--- src/rtl/seg_scan_driver.sv ---
// seg_scan_driver: binary-to-BCD converter (sequential double dabble) and
// 4-digit multiplexed, active-low seven-segment scan driver.
module seg_scan_driver #(
  parameter int unsigned SCAN_DIV = 100000,
  parameter bit          LZ_BLANK = 1'b0
) (
  input  logic        sysclk,
  input  logic        rst_n,
  input  logic [13:0] value,
  input  logic        load,
  input  logic [3:0]  dp,
  output logic [3:0]  AN,
  output logic [7:0]  leds,
  output logic        busy,
  output logic        ovf
);

  localparam int unsigned VAL_W  = 14;
  localparam int unsigned BCD_W  = 16;
  localparam int unsigned SR_W   = BCD_W + VAL_W;
  localparam int unsigned DIV_W  = 20;
  localparam int unsigned ITER_W = 4;
  localparam logic [VAL_W-1:0]  MAX_VAL  = VAL_W'(9999);
  localparam logic [ITER_W-1:0] LAST_IT  = ITER_W'(VAL_W - 1);
  localparam logic [DIV_W-1:0]  DIV_LAST = DIV_W'(SCAN_DIV - 1);

  typedef enum logic [1:0] {
    ST_IDLE,
    ST_CONV,
    ST_COMMIT
  } state_t;

  state_t             state_q;
  logic [SR_W-1:0]    sr_q;
  logic [ITER_W-1:0]  iter_q;
  logic [BCD_W-1:0]   disp_q;
  logic [VAL_W-1:0]   pend_q;
  logic               pend_vld_q;
  logic               busy_q;
  logic               ovf_q;
  logic [DIV_W-1:0]   div_q, div_d;
  logic [1:0]         idx_q, idx_d;
  logic [3:0]         an_q, an_d;
  logic [7:0]         leds_q, leds_d;
  logic [VAL_W-1:0]   start_val_c;
  logic [3:0]         digit_c;
  logic               blank_c;
  logic [6:0]         seg_c;

  // Clamp to the largest displayable value.
  function automatic logic [VAL_W-1:0] sat(input logic [VAL_W-1:0] v);
    return (v > MAX_VAL) ? MAX_VAL : v;
  endfunction

  // One double-dabble iteration: add 3 to each BCD nibble >= 5, then shift left.
  function automatic logic [SR_W-1:0] dabble_step(input logic [SR_W-1:0] s);
    logic [SR_W-1:0] t;
    t = s;
    for (int i = 0; i < 4; i++) begin
      if (t[VAL_W + 4*i +: 4] >= 4'd5) begin
        t[VAL_W + 4*i +: 4] = t[VAL_W + 4*i +: 4] + 4'd3;
      end
    end
    return {t[SR_W-2:0], 1'b0};
  endfunction

  // Value entering the converter straight out of COMMIT: a same-cycle load beats the pending entry.
  always_comb begin
    start_val_c = pend_q;
    if (load) begin
      start_val_c = value;
    end
  end

  // Conversion FSM with pending-load slot and atomic display commit.
  always_ff @(posedge sysclk) begin
    if (!rst_n) begin
      state_q    <= ST_IDLE;
      sr_q       <= '0;
      iter_q     <= '0;
      disp_q     <= '0;
      pend_q     <= '0;
      pend_vld_q <= 1'b0;
      busy_q     <= 1'b0;
      ovf_q      <= 1'b0;
    end else begin
      case (state_q)
        ST_IDLE: begin
          if (load) begin
            sr_q    <= {BCD_W'(0), sat(value)};
            ovf_q   <= (value > MAX_VAL);
            iter_q  <= '0;
            busy_q  <= 1'b1;
            state_q <= ST_CONV;
          end
        end
        ST_CONV: begin
          sr_q   <= dabble_step(sr_q);
          iter_q <= iter_q + ITER_W'(1);
          if (load) begin
            pend_q     <= value;
            pend_vld_q <= 1'b1;
          end
          if (iter_q == LAST_IT) begin
            state_q <= ST_COMMIT;
          end
        end
        ST_COMMIT: begin
          disp_q <= sr_q[SR_W-1:VAL_W];
          if (load || pend_vld_q) begin
            sr_q       <= {BCD_W'(0), sat(start_val_c)};
            ovf_q      <= (start_val_c > MAX_VAL);
            iter_q     <= '0;
            pend_vld_q <= 1'b0;
            state_q    <= ST_CONV;
          end else begin
            busy_q  <= 1'b0;
            state_q <= ST_IDLE;
          end
        end
        default: begin
          busy_q  <= 1'b0;
          state_q <= ST_IDLE;
        end
      endcase
    end
  end

  // Scan divider/index next state and the digit/anode/segment image for the current index.
  always_comb begin
    div_d = div_q + DIV_W'(1);
    idx_d = idx_q;
    if (div_q == DIV_LAST) begin
      div_d = '0;
      idx_d = idx_q + 2'd1;
    end

    digit_c = disp_q[15:12];
    blank_c = 1'b0;
    an_d    = 4'b0111;
    case (idx_q)
      2'd0: begin
        digit_c = disp_q[15:12];
        blank_c = LZ_BLANK && (disp_q[15:12] == 4'd0);
        an_d    = 4'b0111;
      end
      2'd1: begin
        digit_c = disp_q[11:8];
        blank_c = LZ_BLANK && (disp_q[15:8] == 8'd0);
        an_d    = 4'b1011;
      end
      2'd2: begin
        digit_c = disp_q[7:4];
        blank_c = LZ_BLANK && (disp_q[15:4] == 12'd0);
        an_d    = 4'b1101;
      end
      default: begin
        digit_c = disp_q[3:0];
        blank_c = 1'b0;
        an_d    = 4'b1110;
      end
    endcase

    case (digit_c)
      4'd0:    seg_c = 7'b1000000;
      4'd1:    seg_c = 7'b1111001;
      4'd2:    seg_c = 7'b0100100;
      4'd3:    seg_c = 7'b0110000;
      4'd4:    seg_c = 7'b0011001;
      4'd5:    seg_c = 7'b0010010;
      4'd6:    seg_c = 7'b0000010;
      4'd7:    seg_c = 7'b1111000;
      4'd8:    seg_c = 7'b0000000;
      4'd9:    seg_c = 7'b0010000;
      default: seg_c = 7'b1111111;
    endcase
    if (blank_c) begin
      seg_c = 7'b1111111;
    end
    leds_d = {~dp[2'd3 - idx_q], seg_c};
  end

  // Scan registers: anode and segments update together on the same edge.
  always_ff @(posedge sysclk) begin
    if (!rst_n) begin
      div_q  <= '0;
      idx_q  <= '0;
      an_q   <= 4'b1111;
      leds_q <= 8'hFF;
    end else begin
      div_q  <= div_d;
      idx_q  <= idx_d;
      an_q   <= an_d;
      leds_q <= leds_d;
    end
  end

  assign AN   = an_q;
  assign leds = leds_q;
  assign busy = busy_q;
  assign ovf  = ovf_q;

endmodule

--- config.mk ---
export PLATFORM = sky130hd
export DESIGN_NAME = seg_scan_driver
export DESIGN_NICKNAME = d
export VERILOG_FILES = /design/src/rtl/seg_scan_driver.sv
export SDC_FILE = /design/constraint.sdc
export NUM_CORES = 1
export LEC_CHECK = 0
export ABC_AREA = 0
export BUFFER_PORTS_ARGS = -buffer_cell sky130_fd_sc_hd__buf_2
export CAP_MARGIN = 15
export CORE_ASPECT_RATIO = 1.25
export CORE_MARGIN = 10
export CORE_UTILIZATION = 40
export DETAILED_ROUTE_END_ITERATION = 6
export PLACE_DENSITY = 0.61
export SLEW_MARGIN = 20
export SYNTH_ARGS = -nofsm -noshare
export SYNTH_HDL_FRONTEND = slang
export SYNTH_SLANG_ARGS = --single-unit
--- constraint.sdc ---
create_clock -name sysclk -period 1.8 [get_ports sysclk]
set_input_delay 0.18 -clock sysclk [delete_from_list [all_inputs] [get_ports sysclk]]
set_output_delay 0.18 -clock sysclk [all_outputs]
set_load 0.02 [all_outputs]
After elaboration in Yosys (flattened, before gate mapping). Memories as Yosys holds them, arrays and structs flattened. A register that Yosys moved wholly into a read port is not among the register bits. Cells that the tools add are included.

Add/sub/neg operators: 8. Order comparisons: 7. Equal/unequal tests: 11. Muxes and demuxes: 29. Bitwise gates (word level): 3. Reduce and logical (&&, ||, !) cells: 13.

Operators with widths (count): 30-bit case mux with 3 select lines (1); 30-bit 2-to-1 mux (2); 14-bit 2-to-1 mux (3); 4-bit case mux with 3 select lines (3); 14-bit > comparator (second input constant) (2); 20-bit by 1-bit adder with 20-bit output (second input constant) (1); 20-bit by 17-bit == test with 1-bit output (second input constant) (1); 4-bit 2-to-1 mux (5); 4-bit by 3-bit >= comparator with 1-bit output (second input constant) (4); 4-bit by 2-bit adder with 4-bit output (second input constant) (3); 3-bit AND reduction (4); 2-bit inequality test (second input constant) (5); 1-bit 2-to-1 mux (7); 2-bit case mux with 3 select lines (1); 4-bit by 1-bit adder with 4-bit output (second input constant) (1); 2-bit by 1-bit == test with 1-bit output (second input constant) (2); 2-bit == test (second input constant) (2); 4-bit == test (second input constant) (1); 2-bit zero test (2); 2-bit 2-to-1 mux (2); 1-bit case mux with 2 select lines (2); 2-bit nonzero test (2); 3-bit by 2-bit adder with 3-bit output (second input constant) (1); 2-bit by 3-bit < comparator with 1-bit output (second input constant) (1); other kinds (11) (13).

Register bits after elaboration: 103. Bits in read-only memories: 112. Input bits: 21. Output and inout port bits: 14. Word-level logic and storage cells: 84. Memories: 1.

Memories: (no name shown) (depth 16, bits a word 7, read ports 1, clocked after Yosys merged registers in 1, write ports 0, line 164) `case (digit_c)`.

Depth between registers and ports, before layout. Gate-level depths: netlist (run 1).

Depth in word-level cells: 5. Depth in mapped cells: 10.

Least setup slack after synthesis (run 1). No wires, ideal clock.

Path type: register -> register. Start: register idx_q[1]. End: register leds_q[4] (netlist: leds[4]). Data arrival time: 1.766 ns. Required time: 1.671 ns. Slack: -0.095 ns. Cell stages (with the launch flop): 11. Path buffers: 0. Cell sequence: dfxtp_1 > inv_1 > ha_1 > a222oi_1 > mux2i_1 > inv_1 > ha_1 > inv_1 > mux2i_1 > a22o_1 > nand2_1.

Longest elaborated chain between the ends: 2. Elaborated cells between the ends (all ways): 4. Those cells by class: 2 x eq/ne; 1 x mux; 1 x reduce/logical.

RTL lines: start: declaration (line 42) `logic [1:0] idx_q, idx_d;`; start signal: assignment (line 192) `idx_q <= idx_d;`; 2-bit == test (tied with other cells) (line 141) `case (idx_q)`; 4-bit case mux with 3 select lines * (line 141); end: declaration (line 44) `logic [7:0] leds_q, leds_d;`.

Mark *: on every way between the ends. The rest lies on a longest branch, timed or not. A chain may end at the register's enable or synchronous reset.

Worst setup path in the final report (run 1). Ends and elaborated chain as after synthesis.

==> reports/metrics.csv, run 1 <==
metric;value;unit
Post-Route Utilization;0.552;
RSZ-0062 raised after global routing;true;
sequential share of the synthesized area;0.399;
number of routed nets with antenna violations;0;
Synth Warn #;0;
io pins;35;
Port Buf Inserts;34;
hold_sp;value[1];
Gate Count Post-Synth;583;
synthesized-area fraction occupied by adder cells;0.0581;
post-synth cell types;58;
drt first pass iters;4;
total CTS buffers;9;
Total Power;5220;uW
Tmin final;2.04;ns
post-synthesis compound-gate area fraction;0.160;
Vert. Die Dim;147;um
worst vdd ir;0.489;mV
Post-synth top cells;dfxtp_1 (103), nand2_1 (66), nor2_1 (38);
syn_area_per_cell;8.87;um2
clock sink count;103;
maxcap violations;0;
critical setup path kind;reg2reg;
DRC Markers;0;
worst skew pair latency;0.35;ns
simple-gate share of the synthesized area;0.212;
crit-path max FO;4;
vias in the first global route;4490;
area leader, netlist;dfxtp_1;
FF+latch count, synth;103;
Routed wire per std cell;15.6;um
Syn-to-layout area delta;35.2;%
Worst-Margin Slew;0.467;ns
Post-synth EDFFs;0;
max incr delay on CP;0.47;ns
final wirelength;13.4;mm
initial antenna violation count;0;
vias;4529;
Post-Place Setup Slack;-0.227;ns
Worst Path Required;2.03;ns
fmax;0.491;GHz
CTS tree;yes;
fin nets;727;
CTS Buffer Depth;2;
count leader, synth;dfxtp_1;
DRT iter0 DRCs;228;
Max-slew headroom;0.689;
syn_nets;628;
Async SR Flop Fraction;0;
worst r2r src;idx_q[1];
top cell type's share of synthesized area;0.399;
worst setup margin;-0.236;ns
die area;0.0179;mm2
Clk pin slew, worst setup/hold paths;0.07;ns
largest family of logic cells by synthesized area;simple AND/OR/NAND/NOR gates;
Detailed Place HPWL;8.82;mm
final hold vios;0;
largest net degree at the start of global routing;35;
Fill cells;1122;
Cell Rows;46;
layout cells sized above 1;0.346;
Fin Setup TNS;-3.38;ns
skew final;0.00879;ns
Pwr per Cell Area;747;mW/mm2
first-pass GRT wire length;21.3;mm
Die Width;122;um
Cell Area, Synth;0.00517;mm2
# diodes;0;
max-slew violation count;0;
Starting Density;0.408;
routability cong.;0.877;
Crit path arrival time;2.26;ns
top cells by area, synth;dfxtp_1 (40%), ha_1 (5.8%), mux2i_1 (4.8%);
Root Buffer;clkbuf_16;
Remaining Overflow, GRT;0;
gr usage total;0.144;
setup violators final;44;
final period utilization;1.13;
mux contribution to synthesized area;0.0833;
worst min-delay path class;in2reg;
vias per cell;5.30;
Cell Chain, Critical Path;inv_4 -> ha_4 -> a222oi_1 -> mux2i_2 -> inv_1 -> ha_2 -> inv_2 -> mux2i_1 -> a22o_1 -> nand2_1;
ys flop type;dfxtp_1;
Lkg Pwr;0.00262;uW
Startpoint Class;register;
crit end category;register;
CP max stage cell;a222oi_1;
Worst Setup SP;idx_q[1];
core area;0.0127;mm2
CTS H-tree depth;3;
Synth Area in XOR/XNOR;0.0390;
status;finished, violations left;
failing checks;negative setup slack;
## routing by layer
metal	GRT usage	share of wire
met1	0.161	0.42
met2	0.245	0.51
met3	0.0284	0.029
met4	0.0848	0.041
met5	0	0
## flip-flops by register name, indices dropped and copies added, names as in the netlist
name	flops
sr_q	30
pend_vld_q	1
AN	4
div_q	20
busy	1
leds	8
idx_q	2
state_q	2
disp_q	16
iter_q	4
ovf	1
pend_q	14
## repair_timing
item,in CTS,in global routing
setup endpoints to repair,52,72
setup buffers,14,11
hold buffers,0,0
hold endpoints to repair,0,0
resized for setup,62,76
pin swaps,25,40
gates cloned,4,1
## kinds of logic (layout without fill, tap and decap cells)
group | count (synthesis) | after routing
simple gates | 215 | 216
compound gates | 122 | 122
flops | 103 | 103
buf+inv | 56 | 159
mux | 40 | 40
fa+ha+maj | 24 | 24
xor+xnor | 23 | 23
## cell type report
cell class | count | area, um2 | area share
repair buffers | 117 | 970 | 0.139
clock inverters | 4 | 30.0 | 0.00430
well taps | 168 | 210 | 0.0301
multi-input cells | 425 | 3350 | 0.479
flip-flops and latches | 103 | 2080 | 0.297
inverters | 26 | 105 | 0.0150
clock buffers | 12 | 246 | 0.0353
## critical path: cells and delay by family, from the launching register on
family                   cells  cell delay [ns]
AND/OR/NAND/NOR              1             0.04
adder cells (fa/ha/maj)      2             0.36
buffers and inverters        3             0.21
AO/OA/AOI/OAI                2             0.61
flip-flops                   1             0.37
multiplexers                 2             0.32
## layout by cell type, fill, tap and decap left out, types with 10 or more instances in the layout
| cell type | Yosys | final |
|---|---|---|
| xor2_1 | 12 | 12 |
| dfxtp_1 | 103 | 96 |
| nand3_1 | 18 | 13 |
| o21ai_0 | 28 | 13 |
| buf_2 | 3 | 34 |
| ha_1 | 24 | 14 |
| a21oi_1 | 26 | 21 |
| a22oi_2 | 0 | 10 |
| nor2_1 | 38 | 37 |
| o21ai_1 | 1 | 13 |
| buf_4 | 2 | 64 |
| inv_1 | 26 | 20 |
| nor2b_1 | 36 | 35 |
| mux2i_1 | 25 | 22 |
| nand2_1 | 66 | 63 |
| a21boi_0 | 20 | 15 |
| mux2_2 | 14 | 13 |
| xnor2_1 | 11 | 11 |
## power breakdown
group          switching (uW)  internal, uW
sequential               73.5          2360
combinational             473           433
clock                     892           983
## final timing paths
kind	to	slack, ns	cells after the start
setup / recovery	leds[4]	-0.24	10
hold / removal	pend_q[1]	0.10	3
setup reg to reg	leds[4]	-0.24	10
hold reg to reg	pend_q[3]	0.47	2
## metrics by stage
step	std cells	hold slack, ns	cell area, um2
6_report	855	0.102	6990
5_1_grt	855	0.111	6990
4_1_cts	844	0.0906	6590
3_5_place_dp	810	0.458	5890
3_3_place_gp	810	0.451	5890
2_1_floorplan	583	0.325	5210
(Power assumes the default switching activity.)
==> run 2, diff against run 1 <==
--- a/config.mk
+++ b/config.mk
@@ -10,9 +10,9 @@
 export CAP_MARGIN = 15
 export CORE_ASPECT_RATIO = 1.25
 export CORE_MARGIN = 10
-export CORE_UTILIZATION = 40
+export CORE_UTILIZATION = 45
 export DETAILED_ROUTE_END_ITERATION = 6
-export PLACE_DENSITY = 0.61
+export PLACE_DENSITY = 0.67
 export SLEW_MARGIN = 20
 export SYNTH_ARGS = -nofsm -noshare
 export SYNTH_HDL_FRONTEND = slang
==> reports/metrics.csv, run 2 (same netlist as run 1, synthesis figures left out) <==
metric;value;unit;change
max reg flops;30;;unchanged
routability cong.;0.854;;-2.6%
largest net degree at the start of global routing;36;;+2.9%
number of routed nets with antenna violations;0;;unchanged
Die Width;116;um;-4.8%
Worst-Margin Slew;0.550;ns;+0.0836 ns
Lkg Pwr;0.00257;uW;-1.6%
Cell Rows;43;;-6.5%
io pins;35;;unchanged
hold slack;0.108;ns;+0.00660 ns
Starting Density;0.462;;+0.0537
failing checks;negative setup slack;;
Remaining Overflow, GRT;0;;unchanged
worst vdd ir;0.576;mV;+18%
Reg area;0.00207;mm2;-0.24%
initial antenna violation count;0;;unchanged
layout cells sized above 1;0.329;;-0.0170
setup violators final;46;;+4.5%
r2r endpoint;sr_q[28];;
Worst Setup SP;state_q[1];;
critical setup path kind;reg2reg;;
largest registers;sr_q: 30 flops, div_q: 20 flops, disp_q: 16 flops;;
drt first pass iters;4;;unchanged
reg2reg setup slack;-0.21;ns;+0.03 ns
Syn-to-layout area delta;31.1;%;
combined area of the multi-input logic cells;0.00327;mm2;-2.5%
clock sink count;103;;unchanged
reg2reg path depth;8;;-2
Reg with most FFs;sr_q;;
fmax;0.497;GHz;+1.3%
cts hold-fix bufs;0;;unchanged
final hold vios;0;;unchanged
status;finished, violations left;;
gr usage total;0.149;;+0.00524
Cell Chain, Critical Path;buf_6 -> ha_4 -> nor3b_4 -> or3_4 -> clkbuf_16 -> nor2_4 -> a22oi_1 -> nor2b_1;;
vias in the first global route;4306;;-4.1%
vias;4456;;-1.6%
Clk pin slew, worst setup/hold paths;0.07;ns;about the same
CP top delay family;simple AND/OR/NAND/NOR gates;;
total CTS buffers;9;;unchanged
Detailed Place HPWL;8.70;mm;-1.4%
CP max stage cell;or3_4;;
CTS tree;yes;;
DRT iter0 DRCs;263;;+15%
maxcap violations;0;;unchanged
Post-Route Utilization;0.605;;+0.0534
most common cell after layout, fill and taps aside;dfxtp_1;;
fin nets;721;;-0.83%
number of cells on the critical path;8;;-2
final cell count without fillers;815;;-4.7%
worst skew pair latency;0.34;ns;about the same
CP bufs+invs;2;;-1
final period utilization;1.12;;-0.0142
CTS Buffer Depth;2;;unchanged
die area;0.0162;mm2;-9.5%
vias per cell;5.47;;+3.2%
Vert. Die Dim;140;um;-4.9%
crit end category;register;;
Worst Path Required;2.07;ns;+0.04 ns
max incr delay on CP;0.44;ns;-0.03 ns
cell count after placement;778;;-4.0%
Max-slew headroom;0.633;;-0.0558
Startpoint Class;register;;
core area;0.0112;mm2;-12%
Tmin final;2.01;ns;-0.0256 ns
Crit path arrival time;2.28;ns;+0.02 ns
final wirelength;12.7;mm;-5.1%
Fill cells;933;;-17%
max-slew violation count;0;;unchanged
most frequent cells in the layout;dfxtp_1 (98), nand2_1 (63), buf_4 (60);;
CTS H-tree depth;3;;unchanged
skew final;0.0112;ns;+0.00242 ns
Routed wire per std cell;15.6;um;-0.40%
worst setup path end;sr_q[28];;
crit-path max FO;7;;+3
# diodes;0;;unchanged
DRC Markers;0;;unchanged
Port Buf Inserts;34;;unchanged
worst min-delay path class;in2reg;;
worst setup margin;-0.211;ns;+0.0256 ns
Pwr per Cell Area;753;mW/mm2;+0.89%
worst r2r src;state_q[1];;
Root Buffer;clkbuf_16;;
first-pass GRT wire length;20.2;mm;-5.1%
RSZ-0062 raised after global routing;true;;
## run 2: changes by cell type in the layout (fill, tap and decap cells not counted), sizes merged
cell / change
buf: -7
bufbuf: -1
clkbuf: +1
clkinv: -1
inv: +1
## run 2: timing repair
action	CTS	global route
gates resized for setup	26	78
setup buffers	8	11
cloned	1	2
setup endpoints to repair	54	72
pin swaps	6	37
## run 2: final cells by class
type | count | share of cell area
clock buffers | 11 | 0.0358
clock inverters | 4 | 0.00443
inverters | 26 | 0.0151
multi-input cells | 425 | 0.482
flip-flops and latches | 103 | 0.306
well taps | 135 | 0.0249
repair buffers | 111 | 0.131
## run 2: how the worst min path moves through the flow
stage / start / to / slack, ns / cells after the start
floorplan: value[13] / pend_q[13] / 0.32 / 2
global placement: pend_q[13] / pend_q[13] / 0.45 / 2
detailed placement: pend_q[13] / pend_q[13] / 0.46 / 2
CTS: value[2] / pend_q[2] / 0.11 / 3
global route: value[2] / pend_q[2] / 0.12 / 3
finish: value[2] / pend_q[2] / 0.11 / 3
## run 2: report_power, final
part	internal [uW]	leakage, uW	switching [uW]
clock network	977	0.000132	855
registers	2360	0.000841	69.9
logic	396	0.00160	440
## run 2: stage by stage
stage | worst slack (ns) | total power [uW] | instance area [um2] | setup TNS [ns]
finish | -0.211 | 5100 | 6780 | -2.53
global route | -0.277 | 5320 | 6780 | -6.35
CTS | -0.0947 | 4980 | 6280 | -0.546
detailed placement | -0.156 | 3130 | 5830 | -2.30
global placement | -0.0851 | 3110 | 5830 | -0.534
floorplan | -0.0391 | 2870 | 5210 | -0.0391
## run 2: per-layer routing
layer | vias up | GRT usage | part of all wire
met4 | 0 | 0.0541 | 0.023
met3 | 19 | 0.0314 | 0.034
met2 | 82 | 0.269 | 0.54
li1 | 2227 | - | -
met5 | - | 0 | 0
met1 | 2128 | 0.166 | 0.41
## run 2: worst register-to-register path, cell delays in order (launching register included)
cell and delay (ns):
dfxtp_2 0.34, buf_6 0.12, ha_4 0.15, nor3b_4 0.16, or3_4 0.44, clkbuf_16 0.19
nor2_4 0.28, a22oi_1 0.14, nor2b_1 0.13
==> run 3, diff against run 2 <==
==> constraint.sdc (replaced) <==
create_clock -name sysclk -period 1.8 [get_ports sysclk]
set_input_delay 0.45 -clock sysclk [delete_from_list [all_inputs] [get_ports sysclk]]
set_output_delay 0.45 -clock sysclk [all_outputs]
set_load 0.02 [all_outputs]
==> reports/metrics.csv, run 3 (same netlist as run 1, synthesis figures left out) <==
metric;value;unit;change
CTS tree;yes;;
Starting Density;0.462;;unchanged
Worst Path Required;2.06;ns;about the same
total CTS buffers;9;;unchanged
Clk pin slew, worst setup/hold paths;0.07;ns;about the same
Routed wire per std cell;16.2;um;+3.9%
most common cell after layout, fill and taps aside;dfxtp_1;;
worst min-delay path class;in2reg;;
reg2reg path depth;8;;unchanged
switching part of the total;0.264;;-0.00351
largest net degree at the start of global routing;38;;+5.6%
vias per cell;5.53;;+1.1%
Fin Setup TNS;-1.33;ns;+1.19 ns
fmax;0.517;GHz;+4.0%
Cell Rows;43;;unchanged
worst vdd ir;0.513;mV;-11%
hold_sp;value[1];;
Lkg Pwr;0.00257;uW;-0.32%
layout cells sized above 1;0.334;;+0.00441
initial antenna violation count;0;;unchanged
CP bufs+invs;2;;unchanged
Port Buf Inserts;34;;unchanged
Comb pwr share;0.159;;-0.005
Worst-Margin Slew;0.481;ns;-0.0693 ns
Reg with most FFs;sr_q;;
drt first pass iters;4;;unchanged
first-pass GRT wire length;21.4;mm;+5.8%
worst skew pair latency;0.35;ns;about the same
worst r2r src;state_q[1];;
hold slack;0.379;ns;+0.270 ns
crit end category;register;;
maxcap violations;0;;unchanged
max reg flops;30;;unchanged
Startpoint Class;register;;
Psw;1430;uW;+4.9%
core area;0.0112;mm2;unchanged
CTS H-tree depth;3;;unchanged
fin nets;723;;+0.28%
final hold vios;0;;unchanged
Hold Path Cell Cnt;3;;unchanged
routability cong.;0.881;;+3.2%
Syn-to-layout area delta;32.5;%;
Vert. Die Dim;140;um;unchanged
skew final;0.0110;ns;-0.000207 ns
CTS Buffer Depth;2;;unchanged
final period utilization;1.07;;-0.0434
Die Width;116;um;unchanged
Pwr per Cell Area;792;mW/mm2;+5.2%
r2r endpoint;sr_q[21];;
Crit path arrival time;2.20;ns;-0.08 ns
reg2reg setup slack;-0.13;ns;+0.08 ns
io pins;35;;unchanged
setup violators final;26;;-43%
status;finished, violations left;;
number of routed nets with antenna violations;0;;unchanged
Detailed Place HPWL;8.57;mm;-1.5%
Post-Route Utilization;0.612;;+0.00648
final wirelength;13.2;mm;+4.2%
Max-slew headroom;0.678;;+0.0450
Tmin final;1.93;ns;-0.0780 ns
Clock power frac;0.392;;+0.033
internal power;3990;uW;+6.8%
Hold EP;pend_q[1];;
Remaining Overflow, GRT;0;;unchanged
most frequent cells in the layout;dfxtp_1 (99), nand2_1 (64), buf_4 (64);;
largest registers;sr_q: 30 flops, div_q: 20 flops, disp_q: 16 flops;;
gr usage total;0.158;;+0.00855
vias in the first global route;4494;;+4.4%
CP top delay family;simple AND/OR/NAND/NOR gates;;
CP max stage cell;or3_4;;
Root Buffer;clkbuf_16;;
critical setup path kind;reg2reg;;
worst setup margin;-0.133;ns;+0.0780 ns
vias;4521;;+1.5%
max incr delay on CP;0.44;ns;about the same
DRT iter0 DRCs;189;;-28%
clock sink count;103;;unchanged
DRC Markers;0;;unchanged
crit-path max FO;8;;+1
# diodes;0;;unchanged
Flop pwr share;0.449;;-0.028
RSZ-0062 raised after global routing;true;;
cts hold-fix bufs;0;;unchanged
die area;0.0162;mm2;unchanged
max-slew violation count;0;;unchanged
Cell Chain, Critical Path;inv_4 -> ha_4 -> nor2b_4 -> or3_4 -> buf_12 -> nor2_8 -> nand3_1 -> a21boi_0;;
failing checks;negative setup slack;;
[run 3: cell count changes in the layout (fill, tap and decap cells not counted), moves of 2 or more]
cell	before	now
o21ai_0	20	17
inv_6	2	0
inv_4	2	4
nand2_2	3	1
clkbuf_16	11	9
buf_4	60	64
bufinv_16	0	2
inv_2	5	2
dfxtp_2	3	1
o21ai_2	2	5
clkinvlp_4	1	3
[run 3: per-layer routing]
metal / global-route usage / vias to the layer above / routed length (um)
met3: 0.0348 / 15 / 333
met2: 0.286 / 66 / 7130
met1: 0.176 / 2200 / 5560
met4: 0.0488 / 0 / 202
met5: 0 / - / 0
li1: - / 2240 / -
[run 3: worst reg2reg max path, delay by kind of cell, from the launching register on]
family          cells  cell delay (ns)
simple gates        4             0.90
flops               1             0.39
buf+inv             2             0.22
compound gates      1             0.20
fa+ha+maj           1             0.16
[run 3: through the flow]
stage / setup WS [ns] / power (uW) / area (um2) / cells
after floorplan: -0.0391 / 2870 / 5210 / 583
after global placement: -0.140 / 3110 / 5870 / 780
after detailed placement: -0.177 / 3120 / 5870 / 780
after CTS: -0.0973 / 5300 / 6460 / 807
after global routing: -0.242 / 5620 / 6850 / 818
final: -0.133 / 5420 / 6850 / 818
[run 3: cell type report]
type / instances / area (um2)
fillers: 934 / 4340
multi-input cells: 425 / 3300
flip-flops and latches: 103 / 2070
repair buffers: 113 / 871
clock buffers: 10 / 229
well taps: 135 / 169
inverters: 26 / 108
clock inverters: 6 / 93.8
[run 3: power by group through the flow]
stage	Combinational [uW]	Sequential, uW	Clock [uW]
floorplan	392	2480	0
global placement	631	2470	0
detailed placement	646	2480	0
CTS	724	2430	2150
global route	930	2440	2250
finish	864	2430	2130
[run 3: worst max path at each step]
stage                           from        to  slack, ns  cells past startpoint
after floorplan             idx_q[0]   leds[4]      -0.04                     10
after global placement      idx_q[0]   leds[4]      -0.14                     10
after detailed placement    idx_q[0]   leds[3]      -0.18                      7
after CTS                   idx_q[0]   leds[4]       -0.1                     10
after global routing        idx_q[1]   leds[4]      -0.24                     10
final                     state_q[1]  sr_q[21]      -0.13                      8
[run 3: what timing repair did]
item,in CTS,in global routing
gates cloned,2,1
buffers inserted,9,11
endpoints found under the setup margin,53,66
gates resized for setup,44,75
pin swaps,18,37
